## src/rtl/alu_op_issue_stage.sv

```systemverilog
// Issue stage: 2-entry skid buffer feeding the ALU with registered select, operands and one-hot op vector.
// Optional trap for opcodes 10..15 is enabled by defining ALU_ILLEGAL_OP_TRAP_EN.
module alu_op_issue_stage #(
    parameter int unsigned WIDTH = 8,
    parameter int unsigned CNT_W = 16
) (
    input  logic             clk,
    input  logic             rst,
    input  logic             in_valid,
    output logic             in_ready,
    input  logic [3:0]       in_op,
    input  logic [WIDTH-1:0] in_a,
    input  logic [WIDTH-1:0] in_b,
    output logic             out_valid,
    input  logic             out_ready,
    output logic [3:0]       out_sel,
    output logic [WIDTH-1:0] out_a,
    output logic [WIDTH-1:0] out_b,
    output logic [9:0]       out_onehot,
    output logic             illegal_op,
    output logic [CNT_W-1:0] issue_count
);

    typedef enum logic [1:0] {EMPTY, HALF, FULL} state_t;

    typedef struct packed {
        logic [3:0]       op;
        logic [WIDTH-1:0] a;
        logic [WIDTH-1:0] b;
    } word_t;

    state_t           state_q, state_d;
    word_t            main_q, main_d;
    word_t            skid_q, skid_d;
    word_t            in_word;
    logic             in_ready_q;
    logic             illegal_q, illegal_d;
    logic [CNT_W-1:0] cnt_q;
    logic             accept, issue, legal, take;

    assign in_word = '{op: in_op, a: in_a, b: in_b};
    assign accept  = in_valid & in_ready_q;
    assign issue   = (state_q != EMPTY) & out_ready;

`ifdef ALU_ILLEGAL_OP_TRAP_EN
    // Illegal words still complete the input handshake but never enter the buffer.
    assign legal     = (in_op < 4'd10);
    assign illegal_d = illegal_q | (accept & ~legal);
`else
    assign legal     = 1'b1;
    assign illegal_d = 1'b0;
`endif

    assign take = accept & legal;

    always_comb begin
        state_d = state_q;
        main_d  = main_q;
        skid_d  = skid_q;
        case (state_q)
            EMPTY: begin
                if (take) begin
                    main_d  = in_word;
                    state_d = HALF;
                end
            end
            HALF: begin
                if (take && !issue) begin
                    skid_d  = in_word;
                    state_d = FULL;
                end else if (issue && !take) begin
                    state_d = EMPTY;
                end else if (take && issue) begin
                    main_d  = in_word;
                end
            end
            FULL: begin
                if (issue) begin
                    main_d  = skid_q;
                    state_d = HALF;
                end
            end
            default: state_d = EMPTY;
        endcase
    end

    always_ff @(posedge clk) begin
        if (rst) begin
            state_q    <= EMPTY;
            main_q     <= '0;
            skid_q     <= '0;
            in_ready_q <= 1'b0;
            illegal_q  <= 1'b0;
            cnt_q      <= '0;
        end else begin
            state_q    <= state_d;
            main_q     <= main_d;
            skid_q     <= skid_d;
            in_ready_q <= (state_d != FULL);
            illegal_q  <= illegal_d;
            cnt_q      <= cnt_q + {{(CNT_W-1){1'b0}}, issue};
        end
    end

    always_comb begin
        out_onehot = '0;
        for (int unsigned k = 0; k < 10; k++) begin
            out_onehot[k] = (main_q.op == 4'(k));
        end
    end

    assign in_ready    = in_ready_q;
    assign out_valid   = (state_q != EMPTY);
    assign out_sel     = main_q.op;
    assign out_a       = main_q.a;
    assign out_b       = main_q.b;
    assign illegal_op  = illegal_q;
    assign issue_count = cnt_q;

endmodule

```

## config.mk

```make
export PLATFORM = sky130hd
export DESIGN_NAME = alu_op_issue_stage
export DESIGN_NICKNAME = d
export VERILOG_FILES = /design/src/rtl/alu_op_issue_stage.sv
export SDC_FILE = /design/constraint.sdc
export NUM_CORES = 1
export LEC_CHECK = 0
export ABC_AREA = 1
export CAP_MARGIN = 20
export CORE_ASPECT_RATIO = 0.8
export CORE_MARGIN = 8
export CORE_UTILIZATION = 48
export DETAILED_ROUTE_END_ITERATION = 10
export PLACE_DENSITY = 0.8
export SYNTH_ARGS = -nofsm -noshare
export SYNTH_HDL_FRONTEND = slang
export SYNTH_SLANG_ARGS = --single-unit
```

## constraint.sdc

```tcl
create_clock -name clk -period 1.9 [get_ports clk]
set_input_delay 0.475 -clock clk [delete_from_list [all_inputs] [get_ports clk]]
set_output_delay 0.475 -clock clk [all_outputs]
set_load 0.005 [all_outputs]
```

==> impl_metrics.ini <==
[clocking]
cts_buffer_depth = 2
cts_root_buf = clkbuf_8
clock_latency_ns = 0.34
cts_made_buffers = 9
cts_max_level = 3
cts.sinks = 59
clkTransAtPathRegs_ns = 0.07
cts_tree = done

[global_route]
antenna_found_initial = 0
grt.total_usage_pct = 17.46
grt_pass1_vias = 2442
gr-total-overflow = 0
grt_pass1_wl_mm = 11.31
grt_max_degree = 41

[power_and_ir_drop]
intPower_uw = 2011
power_frac_seq_pct = 49.0
power_frac_clock_pct = 35.3
power.leakage_uw = 0.001546
p_sw_uw = 698.0
ir_drop_uv = 487.8
power_density_nw_per_um2 = 747.8
pwr-share-comb_pct = 15.7
power_switching_share_pct = 25.76

[floorplanning]
coreArea_sq_um = 5375
die_area_sq_um = 8166
die_w_microns = 99.06
io_pins = 73
die_h_microns = 82.44
start_util_pct = 49.28
placementRows = 24

[route]
wl_per_cell_microns = 12.88
wl_met1_mm = 2.875
wl_met2_mm = 3.367
vias_per_cell = 4.966
route.top_layer_used = met4
drc = 0
met3_wirelength_microns = 486
firstDrtPassIters = 4
routed_wirelength_mm = 6.865
ant_nets = 0
drt-initial-drc-count = 147
vias = 2647

[synth]
ys_warn_count = 0
netlist_area_sq_um = 2649
synth_commonest_cells = nor2_1 (100), nand2_1 (93), dfxtp_1 (59)
syn_avg_cell_area_sq_um = 6.844
muxShareOfSynthArea_pct = 0
dominantRegCellSynth = dfxtp_1
ys_ff_latch = 59
synth_area_leader_cell = dfxtp_1
synth_edf_count = 0
synth_most_common_cell = nor2_1
synth_xor_area_share_pct = 0.3307
ys_types = 26
yosys.area_share.simple_pct = 35.33
syn_nets = 412
synth_cells = 387
yosys.area_share.adder_pct = 0.4724
synth_top_family_by_area = simple AND/OR/NAND/NOR gates
synth_compound_area_share_pct = 11.71
synth_top_cell_area_share_pct = 44.59
yosysSeqAreaShare_pct = 44.59
async_reset_ff_share_pct = 0
synth_area_leaders = dfxtp_1 (45%), nor2_1 (14%), nand2_1 (13%), o21ai_0 (6.8%), inv_1 (2.8%)

[worst_setup_path]
rrSetupSlack_ns = 0.29
critPathArrivalTime_ns = 1.35
start_kind = flop
crit_required_ns = 1.42
max_stage_delay_ns = 0.32
end_kind = primary output
crit_buf_inv = 1
crit_path_top_delay_cell = dfxtp_1
critPathKind = flop to primary output
crit_family = simple AND/OR/NAND/NOR gates
path_cells = or2_2 -> nor3_1 -> dlygate4sd2_1
crit_fanout = 4

[layout]
nets = 489
n_fill_cell = 458
final_layout_size_suffix_gt1_share_pct = 9.615
final_util_pct = 67.41
area_delta_synth_final_pct = 36.80
antenna_cells = 0
final_cells = 533
stdcell_area_sq_um = 3623

[sta]
hold_violations = 0
setup_violations = 0
fmax_mhz = 548.1
clock_skew_ns = 0.007783
min_period_ns = 1.824
fin_crit_sh_pct = 96.02
final_max_slew_viol_count = 0
rsz0062_at_grt = no
setup_tns_ns = 0
hold_ws_ns = 0.4811

[placement]
place_area_sq_um = 3472
place_inst = 518
gp_congestion = 0.8520
portBuffers = 71
place_hpwl_mm = 4.963

[min_path]
hold_class = flop to flop

[flow_run]
max_cap_viol_count = 0

[run_status]
outcome = finished, final reports clean
## cell usage in the layout (no fill, tap or decap)
master,count
buf_4,10
clkbuf_1,2
clkinv_2,3
nor2_2,2
dfxtp_4,1
clkdlybuf4s50_1,60
inv_4,1
nor2_4,3
o21ai_0,36
dlymetal6s2s_1,1
clkbuf_2,1
xnor2_1,1
nor2_8,1
nand3_1,8
o22ai_4,1
dlygate4sd2_1,9
nand2_2,2
dfxtp_2,1
buf_12,3
nand3_4,1
or2_2,1
inv_2,4
o21ai_1,8
nand2_1,93
nor3_1,10
conb_1,1
dfxtp_1,57
clkbuf_8,10
ha_1,1
a21oi_1,14
inv_1,19
nor2_1,100
nand4_1,3
## repair_timing
action,4_1_cts,5_1_grt
gates resized for setup,13,4
setup buffers,0,0
setup endpoints to repair,11,2
hold buffers,0,0
## per-layer routing
metal,GRT usage (%),vias up
met5,0,-
met4,9.488,0
met3,6.198,11
met2,29.34,92
met1,19.48,1171
li1,-,1373
## cells by family (layout without fill, tap and decap cells)
group,Yosys count,after routing
fa+ha+maj,1,1
flops,59,59
xor+xnor,1,1
other cells,1,1
compound gates,59,59
buf+inv,42,123
simple gates,224,224
## area by class of cell
type	count	area [sq um]	share of cell area [%]
multi-input cells	286	1271	35.08
flip-flops and latches	59	1186	32.73
inverters	24	92.59	2.555
well taps	65	81.33	2.244
clock buffers	12	145.1	4.006
clock inverters	3	15.01	0.4144
repair buffers	84	832.0	22.96
## metrics by stage
stage	total power (uW)	setup slack (ns)
3_3_place_gp	1783	-0.1004
3_5_place_dp	1793	-0.2094
6_report	2709	0.07560
5_1_grt	2840	0.008931
4_1_cts	2729	0.00006062
2_1_floorplan	1557	0.2796
## tightest hold or removal path, delay by kind of cell, from the launching register on
family / cells / cell delay [ns]
and+or+nand+nor: 2 / 0.12
DFF: 1 / 0.32
## power groups by stage
stage	logic, uW	clock network (uW)	registers, uW
3_5_place_dp	439	0	1350
2_1_floorplan	200	0	1360
4_1_cts	430	971	1330
3_3_place_gp	431	0	1350
6_report	425	958	1330
5_1_grt	472	1030	1330
## registers in the layout (all words and copies together), names as in the netlist
register / flops
out_b: 8
in_ready: 1
out_a: 8
out_sel: 4
issue_count: 16
state_q: 2
skid_q: 20
## path summary, 6_finish.rpt
path,end,startpoint,depth (start not counted)
setup / recovery,out_onehot[2],out_sel[3],3
hold / removal,out_a[4],out_a[4],2
setup reg to reg,issue_count[14],state_q[1],12
hold reg to reg,out_a[4],out_a[4],2
(Power assumes the default switching activity.)
